**src/rtl/counter_100.sv**
```systemverilog
// counter_100: free-running modulo-(MAX_CNT+1) up-counter.
// Two functionally identical implementations are exposed side by side:
//   o_cnt        - state register plus a separate combinational next-state block
//   o_cnt_always - a single clocked block that computes and registers the count
// Both outputs come straight from flops and must agree on every cycle after
// the first reset edge. Reset is synchronous and active-low.
module counter_100 #(
    parameter int CNT_WIDTH = 7,
    parameter int MAX_CNT   = 99
) (
    input  logic                 clk,
    input  logic                 reset_n,
    output logic [CNT_WIDTH-1:0] o_cnt,
    output logic [CNT_WIDTH-1:0] o_cnt_always
);

    // Terminal count and unit step at the counter width, so every compare and
    // add below is width-matched and the increment truncates naturally.
    localparam logic [CNT_WIDTH-1:0] LP_MAX = CNT_WIDTH'(MAX_CNT);
    localparam logic [CNT_WIDTH-1:0] LP_ONE = CNT_WIDTH'(1);

    logic [CNT_WIDTH-1:0] r_cnt;
    logic [CNT_WIDTH-1:0] w_cnt_next;
    logic [CNT_WIDTH-1:0] r_cnt_always;

    // Next-state for the split implementation: reset first, then wrap, then step.
    // The >= compare also pulls any out-of-range value (X-recovery, upset) back to 0.
    always_comb begin
        w_cnt_next = '0;
        if (!reset_n) begin
            w_cnt_next = '0;
        end else if (r_cnt >= LP_MAX) begin
            w_cnt_next = '0;
        end else begin
            w_cnt_next = r_cnt + LP_ONE;
        end
    end

    // State register for the split implementation: it only captures the next state.
    always_ff @(posedge clk) begin
        r_cnt <= w_cnt_next;
    end

    // Single-block implementation: reset, wrap and increment all in one clocked process.
    always_ff @(posedge clk) begin
        if (!reset_n) begin
            r_cnt_always <= '0;
        end else if (r_cnt_always >= LP_MAX) begin
            r_cnt_always <= '0;
        end else begin
            r_cnt_always <= r_cnt_always + LP_ONE;
        end
    end

    assign o_cnt        = r_cnt;
    assign o_cnt_always = r_cnt_always;

endmodule

```
**config.mk**
```make
export PLATFORM = sky130hd
export DESIGN_NAME = counter_100
export DESIGN_NICKNAME = d
export VERILOG_FILES = /design/src/rtl/counter_100.sv
export SDC_FILE = /design/constraint.sdc
export NUM_CORES = 1
export LEC_CHECK = 0
export ABC_AREA = 1
export CAP_MARGIN = 40
export CORE_UTILIZATION = 45
export DETAILED_ROUTE_END_ITERATION = 6
export HOLD_SLACK_MARGIN = 0.02
export PLACE_DENSITY = 0.71
export SYNTH_ARGS = -nofsm -noshare
export SYNTH_HDL_FRONTEND = slang
export SYNTH_SLANG_ARGS = --single-unit
```
**constraint.sdc**
```tcl
create_clock -name clk -period 1.27 [get_ports clk]
set_clock_uncertainty 0.1 [all_clocks]
set_input_delay 0.1905 -clock clk [delete_from_list [all_inputs] [get_ports clk]]
set_output_delay 0.1905 -clock clk [all_outputs]
set_load 0.05 [all_outputs]
```
==> summary.md <==
| Metric | Value |
|---|---|
| WHS | `between 400 and 500 ps` |
| Bufs on Longest Clock Path | `2` |
| Cell count after placement | `119` |
| Critical path type | `register to register` |
| Worst vdd ir | `~830 uV` |
| Cell mode on critical path | `nand2_1` |
| Pin count of the biggest net entering global routing | `9` |
| Synth area leader | `dfxtp_1` |
| Max-cap violation count | `0` |
| Hold Path Class | `register to register` |
| IO Pins | `16` |
| Post-place setup slack | `5.13 ps` |
| RR Startpoint | `o_cnt[1]` |
| Tmin final | `1250 ps` |
| CTS tree | `done` |
| FP Rows | `13` |
| Total Routing Usage GR | `0.207` |
| Final setup fails | `0` |
| Core Area | `1300 sq um` |
| Number of global-route vias before repair | `489` |
| Initial core utilization | `0.489` |
| CP startpoint kind | `register` |
| Worst-Margin Slew | `~250 ps` |
| Top cells by count, synth | `24 x nor2_1, 16 x nand2_1, 14 x dfxtp_1` |
| Leakage | `0.422 nW` |
| Layout Cells excl Fill | `125` |
| Via-to-Cell Ratio | `4.70` |
| Most common cell in the netlist | `nor2_1` |
| Crit share post-route | `0.983` |
| CTS sink count | `14` |
| RSZ-0062 raised after global routing | `yes` |
| Reg2Reg Depth | `6` |
| Largest stage delay on the critical path | `370 ps` |
| Cts hold-fix bufs | `0` |
| Clock Latency Late Sink | `280 ps` |
| Worst setup path start | `o_cnt[1]` |
| Number of fill cells | `70` |
| GRT Residual Overflow | `0` |
| Share of flip-flops with an asynchronous set or reset | `0` |
| CP Capture Type | `register` |
| Number of synthesized flops with an enable pin | `0` |
| Pre-antenna DRT Iters | `4` |
| Max frequency | `roughly 0.80 GHz` |
| Final WS setup | `21.1 ps` |
| Final Max Slew Viols | `0` |
| DRT Wirelength | `roughly 1.5 mm` |
| H-tree depth | `1` |
| ANT nets after route | `0` |
| Number of buffers added on ports | `15` |
| Distinct cells, synth | `14` |
| Number of buffers created by CTS | `3` |
| FF-to-FF setup slack | `20 ps` |
| Vias | `588` |
| GP Congestion | `0.704` |
| First-iteration detailed-routing DRC count | `12` |
| Critical Path RT | `1390 ps` |
| Ant. Diodes | `0` |
| Fin nets | `115` |
| Post-Synthesis Cells | `87` |
| Critical-path cell list | `ha_2 > nand2_1 > nand2_1 > o21ai_2 > nand2_4 > nor2_2` |
| WL per Instance | `11.8 um` |
| CP max stage cell | `dfxtp_4` |
| Synthesized area | `~640 sq um` |
| Layout cell share with drive strength beyond 1 | `0.409` |
| FF-to-FF End | `o_cnt[4]` |
| Global-route wire length before repair | `around 2.0 mm` |
| Synth warn | `0` |
| Post-Syn Nets | `91` |
| Antenna violations before repair | `0` |
| Residual DRC | `0` |
| DIE AREA | `1570 sq um` |
| Chip height | `39.6 um` |
| End of the critical path | `o_cnt[4]` |
| Worst Path Arrival | `1370 ps` |
| Most used DFF post-synth | `dfxtp_1` |
| Register area share after synthesis | `0.440` |
| Critical Path Fanout Max | `7` |
| Synthesis-stage register bit count | `14` |
| Post-synth top area share | `0.440` |
| Power per cell area | `909 nW/um^2` |
| Rel. slew slack | `0.835` |
| Post-DP HPWL | `1.03 mm` |
| DIE WIDTH | `39.6 um` |
| Final count of hold timing violations | `0` |
| CTS root buffer | `clkbuf_4` |
| Layout area overhead | `67.6%` |
| Synthesized area per cell | `about 7.3 sq um` |
| Outcome | `finished, final reports clean` |
| Top cells by area, synth | `dfxtp_1 44%, nor2_1 14%, nand2_1 9.4%` |
| Reg clk slew, reported paths | `about 80 ps` |
area by class of cell:
class	instances	area [sq um]	share of cell area
Inverter	11	41.3	0.0387
Sequential cell	14	303	0.284
Tap cell	15	18.8	0.0176
Timing Repair Buffer	19	320	0.300
Multi-Input combinational cell	62	358	0.335
Clock buffer	4	26.3	0.0246
worst min path at each step:
stage               cells past startpoint  slack (ps)               to            start
global placement                        2         420  o_cnt_always[0]  o_cnt_always[0]
floorplan                               2         260         o_cnt[1]          reset_n
CTS                                     2         450         o_cnt[0]         o_cnt[0]
global route                            2         460         o_cnt[0]         o_cnt[0]
finish                                  2         450         o_cnt[0]         o_cnt[0]
detailed placement                      2         430         o_cnt[0]         o_cnt[0]
through the flow:
stage	total power, mW	area, sq um	util	setup TNS [ps]
floorplan	0.584	659	-	0
global placement	0.677	983	0.756	0
detailed placement	0.679	983	0.756	0
CTS	0.959	1020	0.782	0
global route	1.01	1070	0.820	-218
finish	0.970	1070	0.820	0
state kept, by name, summed over array words and instances, names as in the netlist:
register and count:
o_cnt 7, o_cnt_always 7
repair_timing:
action / 4_1_cts / 5_1_grt
resized for setup: 3 / 8
pin swaps: 0 / 1
setup buffers: 0 / 2
setup endpoints to repair: 4 / 14
worst max-delay path, delay by kind of cell (launching register included):
family / cells / cell delay [ps]
adder cells (fa/ha/maj): 1 / 200
AND/OR/NAND/NOR: 4 / 340
flip-flops: 1 / 370
AO/OA/AOI/OAI: 1 / 180
per-layer routing:
| layer | part of all wire | vias to the layer above | GRT usage | routed length, um |
|---|---|---|---|---|
| met5 | 0 | - | 0 | 0 |
| met4 | 0.018 | 0 | 0.155 | 27 |
| met3 | 0.031 | 4 | 0.0511 | 45 |
| met2 | 0.46 | 11 | 0.311 | 680 |
| met1 | 0.49 | 260 | 0.248 | 716 |
| li1 | - | 313 | - | - |
power by group:
part	internal (mW)	leakage [nW]	switching [mW]
Combinational	0.105	0.288	0.116
Clock	0.122	0.0150	0.148
Sequential	0.456	0.119	0.0234
Total	0.683	0.422	0.287
kinds of logic after synthesis:
logic type	count (synthesis)	synth area share
XOR/XNOR	6	0.0825
adder cells (fa/ha/maj)	2	0.0393
buffers and inverters	11	0.0648
AO/OA/AOI/OAI	4	0.0511
flip-flops	14	0.440
AND/OR/NAND/NOR	50	0.322
cell usage in the layout (no fill, tap or decap):
| cell type | Yosys | final |
|---|---|---|
| nor2_1 | 24 | 21 |
| o21ai_2 | 2 | 2 |
| o21bai_1 | 2 | 2 |
| clkbuf_1 | 0 | 1 |
| dfxtp_4 | 0 | 4 |
| nand2_2 | 2 | 1 |
| inv_2 | 1 | 1 |
| clkdlybuf4s50_1 | 0 | 1 |
| clkbuf_4 | 0 | 3 |
| nand2_4 | 0 | 3 |
| ha_4 | 0 | 1 |
| xnor2_1 | 4 | 4 |
| dfxtp_2 | 0 | 6 |
| nand2_1 | 16 | 14 |
| nor2_2 | 2 | 5 |
| ha_2 | 0 | 1 |
| xor2_1 | 2 | 2 |
| dfxtp_1 | 14 | 4 |
| nor3_1 | 2 | 2 |
| inv_1 | 10 | 10 |
| buf_4 | 0 | 4 |
| nand3_1 | 4 | 4 |
| buf_12 | 0 | 14 |
(Power assumes the default switching activity.)
==> RTL edit, RTL diff (same settings) <==
Make the reset (`reset_n`) asynchronous in one clocked block.
--- a/src/rtl/counter_100.sv
+++ b/src/rtl/counter_100.sv
@@ -44,3 +44,3 @@
     // Single-block implementation: reset, wrap and increment all in one clocked process.
-    always_ff @(posedge clk) begin
+    always_ff @(posedge clk or negedge reset_n) begin
         if (!reset_n) begin
Behaviour: differs if reset_n is asserted again (counterexample within 4 cycles, from zero or initial values and one cycle with reset_n low); with reset_n held inactive, the same outputs for 10 cycles.
==> RTL edit against the unedited design <==
Clock power increased by 2%. Area after synthesis increased by 3.7%. The run now ends with negative setup slack left. Combinational power decreased by 48%. Total power decreased by 13%. Worst setup slack got worse by 0.045 ns. Sequential cell count unchanged. Largest power group unchanged. Non-clock buffer count increased by 3. Sequential power decreased by 4.4%. Routed wire length increased by 16%. Final area increased by 5.2%. Critical path type is now reg2out. Cell count increased by 5.6%.
==> RTL edit: results (changes against the unedited design) <==
\begin{tabular}{lr}
\hline
Metric & Value \\
\hline
\multicolumn{2}{l}{\textbf{Detailed routing}} \\
\quad Final routed wirelength across all metal layers & 1700 um (was 1470 um) \\
\quad Via count of the routed design & 646 (was 588) \\
\quad 1st-iter DRT viols & 23 (was 12) \\
\multicolumn{2}{l}{\textbf{Synthesis}} \\
\quad Compound-Gate Fraction of Synth Area & 0.0568 (was 0.0511) \\
\quad Register area share after synthesis & 0.477 (was 0.440) \\
\quad Mean instance size in the synthesized netlist & 7.26 sq um (was 7.32 sq um) \\
\quad Arithmetic-cell share of the synthesized area counting full adders, half adders and majority gates & 0.0379 (was 0.0393) \\
\quad Async SR Flop Fraction & 0.500 (was 0) \\
\quad Synthesized netlist net count & 95 (was 91) \\
\multicolumn{2}{l}{\textbf{Outcome}} \\
\quad Violations in the final reports & negative setup slack \\
\quad Status & finished, violations left (was complete, no violations) \\
\multicolumn{2}{l}{\textbf{Critical path}} \\
\quad R2R Path Start & o\_cnt\_always[0]\$\_DFF\_PN0\_ (was o\_cnt[1]\$\_SDFF\_PP0\_) \\
\quad Slack of the worst reg-to-reg path & 0 ns (was 0.02 ns) \\
\quad Arrival time of the worst setup path & 1.00 ns (was 1.37 ns) \\
\quad CP Max Fanout & 4 (was 7) \\
\multicolumn{2}{l}{\textbf{Pwr}} \\
\quad Max rail drop VDD & 0.000559 V (was 0.000826 V) \\
\quad Cell-internal power & 0.624 mW (was 0.683 mW) \\
\multicolumn{2}{l}{\textbf{GRT}} \\
\quad First-pass GRT wire length & 2240 um (was 2050 um) \\
\quad Overall track demand over capacity in global routing & 0.223 (was 0.207) \\
\quad Via count of the first global-routing pass & 486 (was 489) \\
\multicolumn{2}{l}{\textbf{Place}} \\
\quad Final estimated routing congestion in global placement & 0.781 (was 0.704) \\
\quad DP Worst Slack & -0.0218 ns (was 0.00513 ns) \\
\quad HPWL after DPL & 1120 um (was 1030 um) \\
\multicolumn{2}{l}{\textbf{STA}} \\
\quad Final setup violating endpoints & 3 (was 0) \\
\quad Smallest setup slack after layout & -0.0237 ns (was 0.0211 ns) \\
\quad Slew Limit Headroom & 0.831 (was 0.835) \\
\multicolumn{2}{l}{\textbf{Final layout}} \\
\quad Area Overhead vs Synth & 69.9\% (was 67.6\%) \\
\quad Count of placed standard cells in the final layout, fillers left out & 132 (was 125) \\
\hline
\end{tabular}
[RTL edit: cell type report]
| cell class | instances | area share |
|---|---|---|
| timing repair buffer | 22 | 0.312 |
| sequential | 14 | 0.298 |
| tap | 15 | 0.0167 |
| multi-input combinational | 59 | 0.290 |
| clock buffer | 4 | 0.0234 |
| inverter | 18 | 0.0602 |
[RTL edit: layer usage]
metal / track usage / part of all wire / vias up / wire [um]
li1: - / - / 329 / -
met1: 0.295 / 0.49 / 303 / 826
met2: 0.331 / 0.48 / 12 / 817
met3: 0.0667 / 0.025 / 2 / 43
met4: 0.100 / 0.0065 / 0 / 11
met5: 0 / 0 / - / 0
[RTL edit: how the worst min path moves through the flow]
stage / endpoint / cells after the start / start / slack (ns)
global route: o_cnt_always[5]$_DFF_PN0_ / 2 / reset_n / 0.21
finish: o_cnt_always[6]$_DFF_PN0_ / 2 / reset_n / 0.18
CTS: o_cnt_always[5]$_DFF_PN0_ / 2 / reset_n / 0.16
floorplan: o_cnt_always[0]$_DFF_PN0_ / 0 / reset_n / -0.21
global placement: o_cnt[0]$_SDFF_PP0_ / 2 / o_cnt[0]$_SDFF_PP0_ / 0.45
detailed placement: o_cnt_always[5]$_DFF_PN0_ / 2 / reset_n / 0.44
[RTL edit: power by group through the flow]
stage,clock (mW),sequential [mW],combinational (mW)
6_report,0.275,0.458,0.114
4_1_cts,0.273,0.457,0.113
5_1_grt,0.294,0.459,0.126
3_5_place_dp,0,0.467,0.110
3_3_place_gp,0,0.466,0.109
2_1_floorplan,0,0.496,0.0186
[RTL edit: what timing repair did]
item,CTS,global route
pin swaps,2,2
buffers inserted,1,3
resized for setup,2,9
endpoints found under the setup margin,10,15
[RTL edit: critical path, cell delays in order, from the launching register on]
cell and delay [ns]:
dfrtp_2 0.45, buf_6 0.13, buf_12 0.13
